==> src/rtl/keypad_scan.sv <==
// keypad_scan: 4x4 active-low matrix keypad scanner with tick-based debounce.
// One row strobe walks across the keypad per scan tick. A press is accepted
// after DEBOUNCE_TICKS stable ticks and a release after DEBOUNCE_TICKS idle ticks.
// Optional feature: define KEYPAD_REPEAT_EN for auto-repeat every REPEAT_TICKS
// ticks while the accepted key stays held.
module keypad_scan #(
    parameter int DEBOUNCE_TICKS = 4,
    parameter int REPEAT_TICKS   = 32
) (
    input  logic       clk,
    input  logic       clr,
    input  logic       clk_e,
    input  logic [3:0] COL,
    output logic [3:0] ROW,
    output logic [3:0] key_code,
    output logic       key_valid,
    output logic       key_held
);
    typedef enum logic [1:0] {SCAN = 2'd0, DEBOUNCE = 2'd1, HELD = 2'd2} state_t;

    localparam logic [3:0] DB_LIMIT = 4'(DEBOUNCE_TICKS);

    if (DEBOUNCE_TICKS < 1 || DEBOUNCE_TICKS > 15) begin : g_db_range
        $error("DEBOUNCE_TICKS must be in 1..15");
    end
    if (REPEAT_TICKS < 1 || REPEAT_TICKS > 255) begin : g_rpt_range
        $error("REPEAT_TICKS must be in 1..255");
    end

    // Lowest-numbered low column wins.
    function automatic logic [1:0] col_index(input logic [3:0] c);
        logic [1:0] idx;
        idx = 2'd0;
        if (!c[0])      idx = 2'd0;
        else if (!c[1]) idx = 2'd1;
        else if (!c[2]) idx = 2'd2;
        else if (!c[3]) idx = 2'd3;
        return idx;
    endfunction

    // Active-low one-cold row strobe for row index r.
    function automatic logic [3:0] row_decode(input logic [1:0] r);
        return ~(4'b0001 << r);
    endfunction

    state_t     state, state_nx;
    logic       clk_en_q;
    logic [3:0] col_meta, col_s;
    logic [1:0] row_idx, row_idx_nx;
    logic [3:0] pat, pat_nx;
    logic [3:0] cnt, cnt_nx;
    logic [3:0] rel_cnt, rel_cnt_nx;
    logic [3:0] code_nx;
    logic       valid_nx, held_nx, accept;
    logic       tick, pressed;
`ifdef KEYPAD_REPEAT_EN
    localparam logic [7:0] RPT_LIMIT = 8'(REPEAT_TICKS);
    logic [7:0] rpt_cnt, rpt_cnt_nx;
`endif

    assign tick    = clk_e & ~clk_en_q;
    assign pressed = (col_s != 4'b1111);

    // Edge-detect the scan enable and synchronize the asynchronous column returns.
    always_ff @(posedge clk or posedge clr) begin
        if (clr) begin
            clk_en_q <= 1'b0;
            col_meta <= 4'b1111;
            col_s    <= 4'b1111;
        end else begin
            clk_en_q <= clk_e;
            col_meta <= COL;
            col_s    <= col_meta;
        end
    end

    // Next-state and output decode; everything except the valid pulse moves only on a tick.
    always_comb begin
        state_nx   = state;
        row_idx_nx = row_idx;
        pat_nx     = pat;
        cnt_nx     = cnt;
        rel_cnt_nx = rel_cnt;
        code_nx    = key_code;
        valid_nx   = 1'b0;
        held_nx    = key_held;
        accept     = 1'b0;
`ifdef KEYPAD_REPEAT_EN
        rpt_cnt_nx = rpt_cnt;
`endif
        if (tick) begin
            case (state)
                SCAN: begin
                    if (pressed) begin
                        pat_nx   = col_s;
                        cnt_nx   = 4'd1;
                        state_nx = DEBOUNCE;
                        accept   = (DB_LIMIT == 4'd1);
                    end else begin
                        row_idx_nx = row_idx + 2'd1;
                    end
                end
                DEBOUNCE: begin
                    if (!pressed) begin
                        state_nx   = SCAN;
                        row_idx_nx = row_idx + 2'd1;
                    end else begin
                        if (col_s == pat) begin
                            cnt_nx = cnt + 4'd1;
                        end else begin
                            pat_nx = col_s;
                            cnt_nx = 4'd1;
                        end
                        accept = (cnt_nx == DB_LIMIT);
                    end
                end
                HELD: begin
                    rel_cnt_nx = pressed ? 4'd0 : rel_cnt + 4'd1;
`ifdef KEYPAD_REPEAT_EN
                    // Repeat only while the original pattern is still present.
                    if (col_s == pat) begin
                        rpt_cnt_nx = rpt_cnt + 8'd1;
                        if (rpt_cnt_nx == RPT_LIMIT) begin
                            rpt_cnt_nx = 8'd0;
                            valid_nx   = 1'b1;
                        end
                    end else if (pressed) begin
                        rpt_cnt_nx = 8'd0;
                    end
`endif
                    if (rel_cnt_nx == DB_LIMIT) begin
                        held_nx    = 1'b0;
                        state_nx   = SCAN;
                        row_idx_nx = row_idx + 2'd1;
                    end
                end
                default: state_nx = SCAN;
            endcase
        end
        if (accept) begin
            code_nx    = {row_idx, col_index(col_s)};
            valid_nx   = 1'b1;
            held_nx    = 1'b1;
            rel_cnt_nx = 4'd0;
            state_nx   = HELD;
`ifdef KEYPAD_REPEAT_EN
            rpt_cnt_nx = 8'd0;
`endif
        end
    end

    // Scanner state register; row strobe is registered so it never glitches.
    always_ff @(posedge clk or posedge clr) begin
        if (clr) begin
            state     <= SCAN;
            row_idx   <= 2'd0;
            ROW       <= 4'b1110;
            pat       <= 4'b1111;
            cnt       <= 4'd0;
            rel_cnt   <= 4'd0;
            key_code  <= 4'h0;
            key_valid <= 1'b0;
            key_held  <= 1'b0;
        end else begin
            state     <= state_nx;
            row_idx   <= row_idx_nx;
            ROW       <= row_decode(row_idx_nx);
            pat       <= pat_nx;
            cnt       <= cnt_nx;
            rel_cnt   <= rel_cnt_nx;
            key_code  <= code_nx;
            key_valid <= valid_nx;
            key_held  <= held_nx;
        end
    end

`ifdef KEYPAD_REPEAT_EN
    // Auto-repeat tick counter.
    always_ff @(posedge clk or posedge clr) begin
        if (clr) rpt_cnt <= 8'd0;
        else     rpt_cnt <= rpt_cnt_nx;
    end
`endif

endmodule

==> config.mk <==
export PLATFORM = sky130hd
export DESIGN_NAME = keypad_scan
export DESIGN_NICKNAME = d
export VERILOG_FILES = /design/src/rtl/keypad_scan.sv
export SDC_FILE = /design/constraint.sdc
export NUM_CORES = 1
export LEC_CHECK = 0
export ABC_CLOCK_PERIOD_IN_PS = 3200
export CAP_MARGIN = 20
export CORE_MARGIN = 2
export CORE_UTILIZATION = 55
export DETAILED_ROUTE_END_ITERATION = 8
export PLACE_DENSITY = 0.78
export SETUP_SLACK_MARGIN = 0.3
export SYNTH_ARGS = -nofsm -noshare
export SYNTH_HDL_FRONTEND = slang
export SYNTH_SLANG_ARGS = --single-unit
==> constraint.sdc <==
create_clock -name clk -period 3.2 [get_ports clk]
set_input_delay 0.96 -clock clk [delete_from_list [all_inputs] [get_ports clk]]
set_output_delay 0.96 -clock clk [all_outputs]
set_load 0.05 [all_outputs]
## Word-level counts from Yosys, hierarchy flattened

Index checks and enable logic that the tools add are counted.
W data, S select, Z words.

| cells by class | value |
|---|---|
| reduce and logical (&&, ||, !) cells | 11 |
| shifts and indexed selects | 1 |
| mux-type cells | 37 |
| add/subtract/negate cells | 3 |
| bitwise logic cells | 3 |
| equal/unequal tests | 12 |

Operators by type and width:

| kind | count |
|---|---|
| $mux W4 | 13 |
| $mux W2 | 12 |
| $pmux W4 S2 | 2 |
| $ne A3 B3 Y1 const B | 3 |
| $add A4 B1 Y4 const B | 2 |
| $eq A4 B3 Y1 const B | 2 |
| $mux W1 | 8 |
| $reduce_and A4 Y1 | 2 |
| $reduce_bool A2 Y1 | 4 |
| $ne A2 B2 Y1 const B | 3 |
| $pmux W2 S3 | 1 |
| $reduce_and A5 Y1 | 1 |
| $eq A4 B4 Y1 | 1 |
| $ne A4 B4 Y1 const B | 1 |
| $not A4 Y4 | 1 |
| $pmux W2 S2 | 1 |
| $shl A1 B2 Y4 const A | 1 |
| $reduce_and A3 Y1 | 1 |
| $add A2 B1 Y2 const B | 1 |
| $eq A2 B1 Y1 const B | 1 |
| $eq A2 B2 Y1 const B | 1 |
| $logic_not A2 Y1 | 1 |
| $reduce_and A2 Y1 | 1 |
| $reduce_or A2 Y1 | 1 |
| 2 further kinds | 2 |

| storage, ports and cells | value |
|---|---|
| register bits after elaboration | 35 |
| bits of input ports | 7 |
| logic and storage cells | 79 |

## Logic depth before layout (Yosys ltp)

| depth | value |
|---|---|
| depth in word-level cells | 11 |
| gate-level depth with buffers | 6 |
| gate-level depth less buffers | 5 |

## Worst setup path before layout

OpenSTA, ideal clock, no wires.

| path | value |
|---|---|
| path kind | input-to-reg |
| start | in clk_e |
| end | reg key_code[0] |
| data required time | 3.075 ns |
| setup time | 0.125 ns |
| path buffers | 1 |
| stages | 5 |
| slack | 0.651 ns |
| arrival time | 2.423 ns |
| cells stage by stage | or2b_4 -> or4_4 -> nor4_4 -> buf_6 -> mux2_4 |

| between the ends | value |
|---|---|
| longest elaborated chain between the ends | 2 |

Ends and longest elaborated chain:

| element | RTL line | text |
|---|---|---|
| start, declared | 12 | `input logic clk_e,` |
| $and A1 B1 Y1 | 61 | `assign tick = clk_e & ~clk_en_q;` |
| $mux W1 | 91 | `if (tick) begin` |
| end signal, assigned | 171 | `key_code <= code_nx;` |
| end, declared | 15 | `output logic [3:0] key_code,` |

No other way between the ends.
A chain may end at the register's enable or synchronous reset.

## Final worst setup path

| path | value |
|---|---|
| start | in clk_e |
| end | reg key_code[3] |

Same word-level chain as after synthesis.

==> flow_summary.yaml <==
floorplanning:
  io_pins: 17
  dieWidth_um: 58.0
  rows: 19
  die_h_um: 58.0
  core_mm2: 0.00276
  die_area_mm2: 0.00337
  initial_utilization: 0.582
worst_setup_path:
  required_ns: 3.44
  endpoint_kind: "flip-flop"
  cp_data_arrival_time_ns: 3.05
  startpoint_type: "primary input"
  rrSetupSlack_ns: 0.98
  r2r_end: "key_code[3]"
  crit_end: "key_code[3]"
  path_class: "in2reg"
  ff2ff_path_depth: 6
  crit_fanout: 11
  crit_start: "clk_e"
  timing.rr.start: "cnt[0]"
power_and_ir_drop:
  pwr-share-seq: 0.537
  p_clk_frac: 0.215
  p_sw_frac: 0.328
  p_comb_frac: 0.248
  intPower_mw: 0.703
  peakVddDrop_mv: 0.640
  power.density_mw_per_mm2: 560
  p_leak_nw: 0.780
  switchingPower_mw: 0.343
synthesis:
  synth.top_cell.area_share: 0.312
  synth_nets: 151
  ys_types: 43
  syn_area_mm2: 0.00161
  synth_area_leaders: "dfrtp_1, dfstp_2, nand2_1"
  ys_warn_count: 0
  seq_area_frac_synth: 0.557
  synth-main-ff-cell: "dfrtp_1"
  synth_top_area_cell: "dfrtp_1"
  synth_most_common_cell: "nand2_1"
  netlist_top_cells_count: "nand2_1, dfrtp_1, dfstp_2"
  syn_avg_cell_area_um2: 11.3
  synth-async-reset-ratio: 1.00
  syn_inst: 142
  ys_ff_latch: 35
  synth_edf_count: 0
routing:
  vias: 1128
  drt_iter0_drc: 28
  first_pass_iters: 4
  routed_wirelength_mm: 2.85
  route.detailed.drc: 0
  routedWlPerCell_um: 14.4
  via_per_inst: 5.73
  drtAntennaViolNets: 0
timing:
  whs_ns: 0.360
  slew-limit-headroom: 0.590
  clock_skew_ns: 0.0108
  finalCritPeriodShare: 0.880
  fmax_mhz: 355
  setup_viol: 0
  finalCriticalPeriod_ns: 2.82
  hold_viol_final: 0
  drv_slew: 0
  rsz0062_at_grt: "false"
  worst_slew_pin_slew_ns: 0.615
  setup_tns_ns: 0
grt:
  antenna_found_initial: 0
  grt_pass1_vias: 1123
  grt_pass1_wl_mm: 4.78
  grt_use_total: 0.197
  gr-total-overflow: 0
  grt_max_degree: 36
clock_tree:
  clock_latency_ns: 0.34
  cts_buffers: 5
  ctsResizeCount: 0
  cts_setup_buffers: 0
  ctsHoldBuffers: 0
  clk_path_buf_depth: 2
  clkSinkCount: 35
  htree_num_levels: 2
  cts_tree: "built"
  clkTransAtPathRegs_ns: 0.10
  cts_root_buffer: "clkbuf_4"
place:
  port_buffers: 16
  gp_congestion: 0.780
  dp.final_hpwl_mm: 2.04
run:
  cap_violations: 0
layout:
  n_antenna_cell: 0
  fin_nets: 174
  areaGrowthSynthToFinish_pct: 16.3
  drive_gt1_frac: 0.217
  fin_util: 0.677
hold_path:
  min-delay-path-class: "reg2reg"
status:
  status: "finished clean"
kinds of logic (layout without fill, tap and decap cells):
family	Yosys count	after routing	synth area share
flops	35	35	0.557
mux	8	8	0.0600
fa+ha+maj	2	2	0.0156
compound gates	21	21	0.0842
simple gates	60	60	0.214
buf+inv	9	33	0.0304
xor+xnor	7	7	0.0382
per-stage QoR:
step                setup WS [ns]  area [µm²]  total power [mW]  instances
global placement           0.0528        1820             0.823        189
detailed placement         0.0155        1820             0.831        189
CTS                         0.380        1870              1.05        197
global route                0.346        1870              1.10        197
finish                      0.384        1870              1.05        197
floorplan                   0.651        1610             0.749        142
cell usage in the layout, fill, tap and decap left out, types with 2 or more instances in the layout:
| cell type | n |
|---|---|
| mux2_4 | 3 |
| or2_2 | 2 |
| nor4_1 | 2 |
| nand3_1 | 3 |
| nor3b_1 | 2 |
| or3_1 | 2 |
| nor2_1 | 4 |
| o21ai_0 | 4 |
| and2_1 | 2 |
| xnor2_1 | 6 |
| clkbuf_4 | 5 |
| dfstp_2 | 15 |
| mux2i_1 | 4 |
| nor3_1 | 3 |
| a21oi_1 | 4 |
| nand2b_1 | 2 |
| a31oi_1 | 2 |
| nand2_1 | 24 |
| o31ai_1 | 2 |
| clkdlybuf4s50_1 | 16 |
| o22ai_1 | 3 |
| ha_1 | 2 |
| inv_1 | 5 |
| clkbuf_1 | 2 |
| nor2b_1 | 4 |
| buf_4 | 3 |
| dfrtp_1 | 20 |
critical path, cell delays in order:
cell and delay [ns]:
clkdlybuf4s50_1 0.51, or2b_4 0.30, or4_4 0.50, nor4_4 0.28, buf_12 0.18, mux2_2 0.32
how the worst min path moves through the flow:
stage / from / end / slack, ns / cells past startpoint
final: col_meta[0] / col_s[0] / 0.36 / 0
after global routing: col_meta[0] / col_s[0] / 0.37 / 0
after CTS: col_meta[0] / col_s[0] / 0.36 / 0
after detailed placement: col_meta[0] / col_s[0] / 0.35 / 0
after global placement: col_meta[1] / col_s[1] / 0.35 / 0
after floorplan: col_meta[0] / col_s[0] / 0.35 / 0
layout make-up:
class / count / area (µm²)
clock buffers: 7 / 45.0
clock inverters: 1 / 5.00
fillers: 214 / 891
inverters: 5 / 18.8
multi-input cells: 98 / 662
flip-flops and latches: 35 / 895
well taps: 31 / 38.8
repair buffers: 20 / 203
power by group through the flow:
stage / clock [mW] / sequential (mW) / combinational, mW
after floorplan: 0 / 0.647 / 0.102
after global placement: 0 / 0.567 / 0.255
after detailed placement: 0 / 0.570 / 0.261
after CTS: 0.231 / 0.561 / 0.262
after global routing: 0.257 / 0.568 / 0.277
final: 0.224 / 0.562 / 0.259
routing by layer:
layer,wire (µm),vias up,share of wire,track usage
met2,1480,36,0.52,0.323
li1,-,545,-,-
met4,46,0,0.016,0.110
met3,168,4,0.059,0.0714
met5,0,-,0,0
met1,1150,543,0.41,0.222
sequential cells by signal (all words and copies together), names as in the netlist:
register,count
ROW,4
clk_en_q,1
cnt,4
col_meta,4
col_s,4
key_code,4
key_held,1
key_valid,1
pat,4
rel_cnt,4
row_idx,2
state,2
(Power assumes the default switching activity.)
